`config.mk`:
```
export PLATFORM = sky130hd
export DESIGN_NAME = prng_seq_ctrl
export DESIGN_NICKNAME = d
export VERILOG_FILES = /design/src/rtl/prng_seq_ctrl.sv
export SDC_FILE = /design/constraint.sdc
export NUM_CORES = 1
export LEC_CHECK = 0
export BUFFER_PORTS_ARGS = -buffer_cell sky130_fd_sc_hd__buf_2
export CORE_MARGIN = 2
export CORE_UTILIZATION = 57
export CTS_BUF_LIST = sky130_fd_sc_hd__clkbuf_2 sky130_fd_sc_hd__clkbuf_4 sky130_fd_sc_hd__clkbuf_8
export CTS_CLUSTER_DIAMETER = 150
export DETAILED_ROUTE_END_ITERATION = 12
export GPL_TIMING_DRIVEN = 0
export PLACE_DENSITY = 0.83
export SKIP_LAST_GASP = 1
export SLEW_MARGIN = 10
export SYNTH_ARGS = -nofsm -noshare
export SYNTH_HDL_FRONTEND = slang
export SYNTH_SLANG_ARGS = --single-unit
```
`constraint.sdc`:
```
create_clock -name i_clk -period 6.1 [get_ports i_clk]
set_input_delay 1.22 -clock i_clk [delete_from_list [all_inputs] [get_ports i_clk]]
set_output_delay 1.22 -clock i_clk [all_outputs]
set_load 0.05 [all_outputs]
```
`src/rtl/prng_seq_ctrl.sv`:
```
// Stepped-mode PRNG sequencer: seeds the generator, issues credit-limited steps,
// buffers responses in a small FIFO and streams them downstream over valid/ready.
module prng_seq_ctrl #(
   parameter int DATA_WIDTH = 49,
   parameter int CNT_W      = 16,
   parameter int FIFO_DEPTH = 4,
   parameter int PRNG_LAT   = 1
) (
   input  logic                  i_clk,
   input  logic                  i_rst,
   input  logic                  i_start,
   input  logic                  i_abort,
   input  logic [DATA_WIDTH-1:0] i_seed,
   input  logic [DATA_WIDTH-1:0] i_stop_code,
   input  logic [CNT_W-1:0]      i_max_vec,
   output logic                  o_prng_vld,
   output logic [DATA_WIDTH-1:0] o_prng_data,
   output logic [DATA_WIDTH-1:0] o_prng_stop_code,
   input  logic                  i_prng_vld,
   input  logic [DATA_WIDTH-1:0] i_prng_data,
   input  logic                  i_prng_done,
   output logic                  o_vec_vld,
   output logic [DATA_WIDTH-1:0] o_vec_data,
   input  logic                  i_vec_rdy,
   output logic                  o_busy,
   output logic                  o_done,
   output logic                  o_stop_hit,
   output logic [CNT_W-1:0]      o_vec_cnt
);

   localparam int AW = (FIFO_DEPTH > 1) ? $clog2(FIFO_DEPTH) : 1;
   // Credit counters are sized with headroom so fifo_count + outstanding never wraps.
   localparam int CW = $clog2(FIFO_DEPTH + PRNG_LAT) + 2;

   typedef enum logic [1:0] {IDLE, RUN, DRAIN, DONE} state_t;

   state_t                state;
   logic [DATA_WIDTH-1:0] seed_q;
   logic [DATA_WIDTH-1:0] stop_code_q;
   logic [CNT_W-1:0]      max_q;
   logic [CNT_W-1:0]      issued;
   logic [CNT_W-1:0]      vec_cnt;
   logic [CW-1:0]         outstanding;
   logic [CW-1:0]         fifo_count;
   logic [AW-1:0]         wr_ptr;
   logic [AW-1:0]         rd_ptr;
   logic [DATA_WIDTH-1:0] mem [FIFO_DEPTH];
   logic                  first_step;
   logic                  stop_hit;

   logic issue;
   logic push;
   logic pop;
   logic accept_start;
   logic last_issue;

   // Pops are not credited until the following cycle, so only registered counts are used.
   assign issue = (state == RUN) && (issued < max_q) && !i_abort && !i_prng_done &&
                  ((fifo_count + outstanding) < CW'(FIFO_DEPTH));
   assign last_issue   = issue && (issued == max_q - CNT_W'(1));
   assign push         = i_prng_vld && ((state == RUN) || (state == DRAIN));
   assign pop          = o_vec_vld && i_vec_rdy;
   assign accept_start = i_start && ((state == IDLE) || (state == DONE));

   assign o_prng_vld       = issue;
   assign o_prng_data      = (issue && first_step) ? seed_q : '0;
   assign o_prng_stop_code = stop_code_q;
   assign o_vec_vld        = (fifo_count != '0);
   assign o_vec_data       = o_vec_vld ? mem[rd_ptr] : '0;
   assign o_busy           = (state == RUN) || (state == DRAIN);
   assign o_done           = (state == DONE);
   assign o_stop_hit       = stop_hit;
   assign o_vec_cnt        = vec_cnt;

   // Run control: config latching, state transitions and the sticky stop flag.
   always_ff @(posedge i_clk or posedge i_rst) begin
      if (i_rst) begin
         state       <= IDLE;
         seed_q      <= '0;
         stop_code_q <= '0;
         max_q       <= '0;
         stop_hit    <= 1'b0;
      end else begin
         case (state)
            IDLE, DONE: begin
               if (accept_start) begin
                  seed_q      <= i_seed;
                  stop_code_q <= i_stop_code;
                  max_q       <= i_max_vec;
                  stop_hit    <= 1'b0;
                  state       <= (i_max_vec == '0) ? DRAIN : RUN;
               end
            end
            RUN: begin
               if (i_prng_done) begin
                  stop_hit <= 1'b1;
               end
               if (last_issue || i_abort || i_prng_done) begin
                  state <= DRAIN;
               end
            end
            DRAIN: begin
               if ((outstanding == '0) && (fifo_count == '0)) begin
                  state <= DONE;
               end
            end
            default: state <= IDLE;
         endcase
      end
   end

   // Step bookkeeping: issued count, in-flight credits and the seed-on-first-step flag.
   always_ff @(posedge i_clk or posedge i_rst) begin
      if (i_rst) begin
         issued      <= '0;
         outstanding <= '0;
         first_step  <= 1'b0;
      end else if (accept_start) begin
         issued      <= '0;
         outstanding <= '0;
         first_step  <= 1'b1;
      end else begin
         if (issue) begin
            issued     <= issued + CNT_W'(1);
            first_step <= 1'b0;
         end
         case ({issue, push})
            2'b10:   outstanding <= outstanding + CW'(1);
            2'b01:   outstanding <= outstanding - CW'(1);
            default: outstanding <= outstanding;
         endcase
      end
   end

   // Output FIFO pointers and occupancy; push and pop may coincide even when full.
   always_ff @(posedge i_clk or posedge i_rst) begin
      if (i_rst) begin
         wr_ptr     <= '0;
         rd_ptr     <= '0;
         fifo_count <= '0;
      end else begin
         if (push) begin
            wr_ptr <= wr_ptr + AW'(1);
         end
         if (pop) begin
            rd_ptr <= rd_ptr + AW'(1);
         end
         case ({push, pop})
            2'b10:   fifo_count <= fifo_count + CW'(1);
            2'b01:   fifo_count <= fifo_count - CW'(1);
            default: fifo_count <= fifo_count;
         endcase
      end
   end

   always_ff @(posedge i_clk) begin
      if (push) begin
         mem[wr_ptr] <= i_prng_data;
      end
   end

   // Delivered-vector counter, saturating so long runs never wrap to zero.
   always_ff @(posedge i_clk or posedge i_rst) begin
      if (i_rst) begin
         vec_cnt <= '0;
      end else if (accept_start) begin
         vec_cnt <= '0;
      end else if (pop && (vec_cnt != '1)) begin
         vec_cnt <= vec_cnt + CNT_W'(1);
      end
   end

   // The credit rule must make overflow and unsolicited responses impossible.
   always @(posedge i_clk) begin
      if (!i_rst) begin
         assert (!(push && !pop && (fifo_count == CW'(FIFO_DEPTH))));
         assert (!(push && (outstanding == '0)));
      end
   end

endmodule

```
==> flow_metrics.tcl, run 1 <==
set metrics [dict create \
    outcome "complete, no violations" \
    met1_usage_pct 35.6 \
    syn-num-nets 1503 \
    cts_sinks 360 \
    seqCellArea_um2 9990 \
    yosys_warnings 0 \
    synthCells 1295 \
    drive_gt1_share_pct 28.8 \
    drv_cap 0 \
    vias 11600 \
    antenna_found_initial 3 \
    cts_made_buffers 57 \
    die_y_um 171 \
    grt_use_met2_pct 43.4 \
    die_w_um 171 \
    grt_pass1_wl_um 60800 \
    syn_avg_cell_area_um2 12.2 \
    synth_top_area_share_pct 37.2 \
    clkSlewWorstSetupHoldPaths_ps 60 \
    tightest_slew_ps 899 \
    dieArea_um2 29100 \
    hold_path_class "reg2reg" \
    fin_area_um2 19300 \
    synth-seq-area-share_pct 63.1 \
    io_pins 338 \
    critical_path_class "in2out" \
    clock-root-buffer "clkbuf_8" \
    hold_violations 0 \
    ys.flop_type "edfxtp_1" \
    port_buffers 337 \
    avgRoutedWirePerCell_um 18.4 \
    powerDensity_nw_per_um2 552 \
    max_slew_margin_pct 40.1 \
    postPlaceCellArea_um2 18000 \
    place.detailed.hpwl_um 26700 \
    fin_util_pct 71.2 \
    initial_core_util_pct 58.4 \
    cts_resized 0 \
    synth_top_area_cell "edfxtp_1" \
    area_delta_synth_final_pct 21.9 \
    synth_cell_type_count 53 \
    worst_setup_path_end_kind "output port" \
    crit_arrival_ps 4530 \
    cts_buffer_depth 3 \
    via_per_inst 5.50 \
    clkLatencyLatePin_ps 600 \
    final_cells 2109 \
    htreeDepth 2 \
    synthTopCellsByArea "edfxtp_1 37%, dfrtp_1 26%, nand2_1 8.2%" \
    core-area_um2 27100 \
    pre_cts_slack_ps 474 \
    crit_path_max_fanout 10 \
    yosys-top-cells-count "344 x nand2_1, 196 x edfxtp_1, 164 x dfrtp_1" \
    final.fill_count 1893 \
    grt_busiest_layer "met2" \
    drt_iter0_markers 967 \
    grtUsageTotal_pct 26.7 \
    netlist_area_um2 15800 \
    grt_remaining_overflow 0 \
    rsz0062_at_grt "no" \
    ir_drop_mv 0.398 \
    placedCellCount 2005 \
    slew_violations 0 \
    p_leak_nw 8.81 \
    ant_nets 0 \
    drt_first_pass_iters 5 \
    drc 0 \
    synth-seq-cells 360 \
    cp.required_ps 4880 \
    finalCritPeriodShare_pct 94.3 \
    gp_congestion 0.854 \
    synth_edf_count 196 \
    min_period_ps 5750 \
    finalSetupViolations 0 \
    tritoncts "done" \
    rows 60 \
    grt_max_degree 102 \
    yosysMostFrequentCell "nand2_1" \
    worst_slack_ps 346 \
    worstSetupStartpointType "input port" \
    grt_pass1_vias 11600 \
    max_freq_mhz 174 \
    fin_worst_skew_ps 26.8 \
    ctsHoldBuffers 0 \
    async_reset_ff_share_pct 45.6 \
    multi_input_area_um2 5440 \
    cts_setup_buffers 0 \
    nets 1900 \
    grt.met3_usage_pct 6.08 \
    routed_wl_um 38800 \
]
state kept, by name, summed over array words and instances (netlist names):
register,count
mem,196
o_prng_stop_code,49
seed_q,49
issued,16
max_q,16
o_vec_cnt,16
fifo_count,5
outstanding,5
rd_ptr,2
state,2
wr_ptr,2
first_step,1
o_stop_hit,1
layout make-up:
type                       count  share of cell area, %
multi-input combinational    829                   28.2
inverter                      39                  0.798
antenna                        3                 0.0389
sequential                   360                   51.8
timing repair buffer         338                   8.89
buffer                        67                   1.31
clock buffer                  90                   5.87
tap                          372                   2.41
clock inverter                11                  0.642
routing by layer:
metal  up-vias  routed length, um
met4         2               1340
met2       460              18900
met5         -                 11
li1       5357                  -
met3       104               2740
met1      5678              15800
final timing paths:
kind	from	to	slack, ps	depth (start not counted)
setup / recovery	i_prng_done	o_prng_data[45]	350	11
setup reg to reg	max_q[9]$_DFFE_PP0P_	outstanding[4]$_DFFE_PP0P_	2120	16
min in group asynchronous	i_rst	o_prng_stop_code[33]$_DFFE_PP0P_	670	2
max in group asynchronous	i_rst	state[1]$_DFFE_PP0P_	4550	3
hold / removal	seed_q[30]$_DFFE_PP0P_	seed_q[30]$_DFFE_PP0P_	470	2
hold reg to reg	seed_q[30]$_DFFE_PP0P_	seed_q[30]$_DFFE_PP0P_	470	2
worst max-delay path, stage by stage:
cell,delay (ps)
buf_2,100
nor3b_1,530
nand3b_1,140
a211oi_1,290
nor2b_1,370
nand2_1,240
inv_1,140
clkbuf_1,500
clkbuf_1,400
and3_1,290
buf_2,300
per-stage QoR:
stage / hold slack [ps] / total power [W] / TNS, ps
6_report: 467 / 0.0107 / 0
5_1_grt: 486 / 0.0112 / 0
3_5_place_dp: 454 / 0.00848 / 0
4_1_cts: 469 / 0.0107 / 0
2_1_floorplan: 437 / 0.00726 / 0
3_3_place_gp: 450 / 0.00834 / -238980
report_power, final:
group	switching, W	internal (W)
sequential	0.000355	0.00328
clock	0.000933	0.00126
combinational	0.00340	0.00142
total	0.00469	0.00597
cells in the final DEF (no fill, tap or decap), types with 36 or more instances in the layout:
master / synthesis / final
nand2_1: 344 / 344
clkbuf_8: 0 / 73
and2_1: 60 / 56
clkbuf_1: 59 / 59
dfrtp_1: 164 / 164
inv_1: 39 / 38
and3_1: 56 / 56
edfxtp_1: 196 / 196
buf_2: 1 / 338
mux4_2: 49 / 49
nor2_1: 41 / 41
ha_1: 36 / 36
cell families (layout without fill, tap and decap cells):
family                   after synthesis  in the layout  synth area share (%)
AO/OA/AOI/OAI                         88             88                  3.48
buffers and inverters                106            545                  2.52
flip-flops                           360            360                  63.1
XOR/XNOR                              54             54                  2.99
adder cells (fa/ha/maj)               38             38                  3.10
AND/OR/NAND/NOR                      597            597                  17.6
multiplexers                          52             52                  7.16
other                                  0              3                     0
(Power assumes the default switching activity.)
==> run 2: changes to the inputs <==
ABC_AREA = 1   (was default)
==> run 2 against run 1 <==
Effect of this change: sequential power down 2%; highest routed layer unchanged; largest cell class unchanged; power up 2.0%; clock-buffer cell count shrank 16.
==> flow_metrics.tcl, run 2 <==
set metrics [dict create \
    grt_remaining_overflow 0 \
    antenna_found_initial 4 \
    hold_violations 0 \
    min_period_ps 4470 \
    largest-register "mem" \
    drt_iter0_markers 1015 \
    cpPeakStageDelay_ps 310 \
    routed_wl_um 41900 \
    placedCellCount 2467 \
    htreeDepth 2 \
    rsz0062_at_grt "no" \
    synth-seq-area-share_pct 61.1 \
    vias 13600 \
    synthTopCellsByArea "edfxtp_1 36%, dfrtp_1 25%, nand2_1 8.5%" \
    synth_top_area_share_pct 36.0 \
    drive_gt1_share_pct 21.8 \
    place.detailed.hpwl_um 29000 \
    final_common_cell "nand2_1" \
    tritoncts "done" \
    grt_pass1_vias 13400 \
    powerDensity_nw_per_um2 546 \
    cp.depth 14 \
    synth_edf_count 196 \
    fin_worst_skew_ps 34.2 \
    cp.required_ps 4880 \
    cts_buffer_depth 3 \
    grtUsageTotal_pct 27.0 \
    dieArea_um2 30100 \
    fin_tns_setup_ps 0 \
    holdPathStages 2 \
    ctsHoldBuffers 0 \
    finalCritPeriodShare_pct 73.3 \
    r2r_slack_ps 2800 \
    path_cells "buf_2, inv_1, nand2_1, nor2_1, nand3b_1, nor2_1, nand3_1, nor2_4, nand2_4, inv_4, nand2_2, buf_2, nor2_1, buf_2" \
    largest_reg_flops 196 \
    grt_max_degree 115 \
    crit_buf_inv 5 \
    tightest_slew_ps 872 \
    hold_path_class "reg2reg" \
    async_reset_ff_share_pct 45.6 \
    cp_top_family "simple AND/OR/NAND/NOR gates" \
    syn-num-nets 1947 \
    synthCells 1739 \
    fin_util_pct 69.9 \
    via_per_inst 5.28 \
    yosysMostFrequentCell "nand2_1" \
    gp_congestion 0.951 \
    cts_resized 0 \
    outcome "complete, no violations" \
    die_y_um 173 \
    max_slew_margin_pct 41.7 \
    die_w_um 173 \
    slowest_stage "buf_2" \
    drc 0 \
    crit_arrival_ps 3250 \
    clock-root-buffer "clkbuf_8" \
    final_cells 2576 \
    avgRoutedWirePerCell_um 16.2 \
    finalSetupViolations 0 \
    worst_setup_path_end_kind "output port" \
    cts_setup_buffers 0 \
    grt_pass1_wl_um 65500 \
    p_total_w 0.0109 \
    cts_sinks 360 \
    syn_avg_cell_area_um2 9.40 \
    nets 2349 \
    io_pins 338 \
    drv_cap 0 \
    final.fill_count 2103 \
    rows 62 \
    ir_drop_mv 0.447 \
    netlist_area_um2 16400 \
    core-area_um2 28500 \
    area_delta_synth_final_pct 21.7 \
    slew_violations 0 \
    clkSlewWorstSetupHoldPaths_ps 60 \
    cts_made_buffers 56 \
    clkLatencyLatePin_ps 620 \
    ant_nets 0 \
    final_cell_mix "370 x nand2_1, 342 x buf_2, 305 x nor2_1" \
    yosys-top-cells-count "370 x nand2_1, 309 x nor2_1, 196 x edfxtp_1" \
    synth-seq-cells 360 \
    yosys_warnings 0 \
    crit_path_max_fanout 10 \
    p_leak_nw 9.17 \
    synth_top_area_cell "edfxtp_1" \
    port_buffers 337 \
    drt_first_pass_iters 5 \
    critical_path_class "in2out" \
    initial_core_util_pct 57.4 \
    max_freq_mhz 224 \
    worstSetupStartpointType "input port" \
    ys.flop_type "edfxtp_1" \
    worstRegToRegCells 20 \
    synth_cell_type_count 41 \
]
==> run 2: layer usage <==
metal | vias to the layer above | routed length (um) | GRT usage, %
li1 | 6503 | - | -
met1 | 6310 | 16800 | 33.6
met2 | 662 | 20200 | 46.2
met3 | 124 | 3340 | 5.39
met4 | 2 | 1580 | 11.8
met5 | - | 7 | 0
==> run 2: kinds of logic after synthesis <==
kind of cell | after synthesis | share of synthesized area [%]
xor gates and xnor gates | 25 | 1.42
adders and majority gates | 38 | 3.00
AOI/OAI and AO/OA | 282 | 8.84
DFF | 360 | 61.1
and+or+nand+nor | 790 | 19.9
buffers and inverters | 244 | 5.79
==> run 2: layout make-up <==
cell class	count	area [um2]	area share, %
clock buffer	74	931	4.68
inverter	170	648	3.26
buffer	74	307	1.54
multi-input combinational	1135	5450	27.4
timing repair buffer	344	1850	9.29
clock inverter	31	245	1.23
sequential	360	9990	50.2
tap	384	480	2.41
antenna	4	10.0	0.0503
==> run 2: where the power goes <==
group | total [W] | switching [W] | internal (W)
Combinational | 0.00519 | 0.00392 | 0.00127
Clock | 0.00209 | 0.000953 | 0.00114
Sequential | 0.00358 | 0.000309 | 0.00327
Total | 0.0109 | 0.00518 | 0.00568
==> run 2: worst register-to-register path: stages (launching register included) <==
cell      delay (ps)
dfrtp_1          420
inv_1             80
ha_1             170
nand2_1           80
nor2_1           200
nand3b_1         100
nor2_1           190
nand3_1          150
nor2_4           140
nand2_4          120
nand2_2          140
inv_1            120
ha_1             290
inv_1             60
or2_2            280
a21oi_1          120
or2_2            120
xor2_1           190
nand2_1           90
nand3_1           90
nand2_1           50
==> run 2: per-stage QoR <==
step	area (um2)	setup slack, ps	hold slack [ps]
2_1_floorplan	16400	447	462
3_3_place_gp	18500	-1250	457
3_5_place_dp	18700	1640	462
4_1_cts	19900	1640	479
5_1_grt	19900	1490	494
6_report	19900	1630	476
==> run 2: final timing paths <==
path / from / end
max: i_prng_done / o_prng_data[9]
min: o_prng_stop_code[44]$_DFFE_PP0P_ / o_prng_stop_code[44]$_DFFE_PP0P_
max reg2reg: state[1]$_DFFE_PP0P_ / outstanding[4]$_DFFE_PP0P_
min reg2reg: o_prng_stop_code[44]$_DFFE_PP0P_ / o_prng_stop_code[44]$_DFFE_PP0P_
max in group asynchronous: i_rst / o_prng_stop_code[11]$_DFFE_PP0P_
min in group asynchronous: i_rst / seed_q[40]$_DFFE_PP0P_
==> run 3: changes to the inputs <==
ABC_AREA = 0   (was 1)
CORE_UTILIZATION = 51   (was 57)
PLACE_DENSITY = 0.78   (was 0.83)
clock period = 4.1 ns   (was 6.1 ns; I/O delays follow)
==> run 3 against run 2 <==
Effect of this change: sequential cell count unchanged; clock power increased by 48%; critical endpoint is now o_prng_data[10]; design area down 0.93%; die area grew 7.9%; first-iteration DRC count down 24%; utilization is 5.5 points lower; clock skew rose by 2.3 ps; sequential power is 51% higher; combinational power rose by 40%; cell count down 17%; highest routed layer unchanged.
==> flow_metrics.tcl, run 3 (synthesized netlist as in run 1, its figures left out) <==
set metrics [dict create \
    outcome "complete, no violations" \
    gp_congestion 0.846 \
    max_freq_mhz 250 \
    largest_reg_flops 196 \
    r2r_end "outstanding[3]$_DFFE_PP0P_" \
    ant_nets 0 \
    routed_wl_um 39700 \
    reg2reg_from "outstanding[2]$_DFFE_PP0P_" \
    final_cell_mix "343 x nand2_1, 291 x buf_2, 196 x edfxtp_1" \
    drv_cap 0 \
    grt_use_met2_pct 41.2 \
    fin_worst_skew_ps 36.5 \
    grt_remaining_overflow 0 \
    drt_first_pass_iters 5 \
    port_buffers 337 \
    critical_path_class "reg2out" \
    die_y_um 180 \
    finalSetupViolations 0 \
    clock-root-buffer "clkbuf_8" \
    grt_max_degree 50 \
    drc 0 \
    via_per_inst 5.40 \
    avgRoutedWirePerCell_um 18.5 \
    worstSetupStartpointType "flip-flop" \
    worst_setup_path_end_kind "output port" \
    die_w_um 180 \
    hold_slack_ps 301 \
    dieArea_um2 32500 \
    hold_violations 0 \
    tritoncts "done" \
    final_common_cell "nand2_1" \
    crit_arrival_ps 3180 \
    htreeDepth 2 \
    fin_util_pct 64.5 \
    largest-register "mem" \
    r2r_slack_ps 420 \
    p_leak_nw 8.89 \
    final_cells 2150 \
    antenna_found_initial 4 \
    cts_made_buffers 56 \
    min_period_ps 4000 \
    slew_violations 0 \
    ctsHoldBuffers 0 \
    io_pins 338 \
    nets 1915 \
    cts_buffer_depth 3 \
    endpoint "o_prng_data[10]" \
    place.detailed.hpwl_um 27400 \
    clkLatencyLatePin_ps 610 \
    vias 11600 \
    startpoint "outstanding[1]$_DFFE_PP0P_" \
    area_delta_synth_final_pct 24.6 \
    cpPeakStageDelay_ps 420 \
    clkSlewWorstSetupHoldPaths_ps 60 \
    crit_path_max_fanout 10 \
    grt_pass1_vias 12100 \
    hold_path_class "in2async" \
    slowest_stage "dfrtp_1" \
    initial_core_util_pct 51.7 \
    placedCellCount 2032 \
    grtUsageTotal_pct 24.1 \
    rows 64 \
    cp.required_ps 3280 \
    fin_tns_setup_ps 0 \
    core-area_um2 30600 \
    met1_usage_pct 29.7 \
    worstRegToRegCells 18 \
    cts_sinks 360 \
    drt_iter0_markers 768 \
    grt.met3_usage_pct 6.20 \
    max_slew_margin_pct 35.8 \
    finalCritPeriodShare_pct 97.5 \
    ir_drop_mv 0.490 \
    grt_busiest_layer "met2" \
    grt_pass1_wl_um 63000 \
    powerDensity_nw_per_um2 802 \
    path_cells "ha_1, a31o_2, xor2_1, a211oi_2, nor2b_2, nand2_2, inv_2, buf_8, buf_4, and3_4, buf_6" \
    drive_gt1_share_pct 30.7 \
    final.fill_count 2299 \
    tightest_slew_ps 963 \
]
run 3: layout make-up:
cell class | count | area, um2 | share of cell area [%]
Antenna cell | 3 | 7.51 | 0.0381
Buffer | 66 | 293 | 1.48
Clock buffer | 85 | 1040 | 5.30
Clock inverter | 17 | 124 | 0.628
Inverter | 39 | 150 | 0.761
Multi-Input combinational cell | 829 | 5550 | 28.1
Sequential cell | 360 | 9990 | 50.7
Tap cell | 396 | 495 | 2.51
Timing Repair Buffer | 355 | 2070 | 10.5
run 3: power breakdown:
part           switching, W  total (W)  leakage [nW]  internal, W
sequential         0.000541    0.00542          3.85      0.00488
clock               0.00140    0.00310         0.623      0.00170
combinational       0.00508    0.00729          4.41      0.00221
total               0.00702     0.0158          8.89      0.00878
run 3: critical path: cells and delay by family (launching register included):
kind                       cells  cell delay [ps]
DFF                            1              420
buffers and inverters          4              570
AOI/OAI and AO/OA              2              540
adders and majority gates      1              320
xor gates and xnor gates       1              170
and+or+nand+nor                3              560
run 3: worst min-delay path by stage:
stage / start / to / slack (ps)
after floorplan: seed_q[0]$_DFFE_PP0P_ / seed_q[0]$_DFFE_PP0P_ / 440
after CTS: i_rst / o_prng_stop_code[29]$_DFFE_PP0P_ / 280
final: i_rst / seed_q[16]$_DFFE_PP0P_ / 300
after global routing: i_rst / o_prng_stop_code[38]$_DFFE_PP0P_ / 310
after detailed placement: seed_q[5]$_DFFE_PP0P_ / seed_q[5]$_DFFE_PP0P_ / 450
after global placement: seed_q[25]$_DFFE_PP0P_ / seed_q[25]$_DFFE_PP0P_ / 450
run 3: metal layers:
layer	up-vias	part of all wire, %
met4	2	3.4
met5	-	0.033
met1	5705	40
met2	417	50
met3	97	7.0
li1	5386	-
run 3: timing repair:
| action | 4_1_cts | 5_1_grt |
|---|---|---|
| cloned | 0 | 0 |
| pin swaps | 0 | 2 |
| setup buffers | 9 | 5 |
| setup endpoints to repair | 50 | 50 |
| gates resized for setup | 77 | 32 |
run 3: metrics by stage:
stage          power (W)  worst slack (ps)  area (um2)
2_1_floorplan     0.0108               206       15800
3_3_place_gp      0.0124              -720       18000
3_5_place_dp      0.0126              -728       18100
4_1_cts           0.0158              25.5       19600
5_1_grt           0.0167             -13.3       19700
6_report          0.0158               104       19700
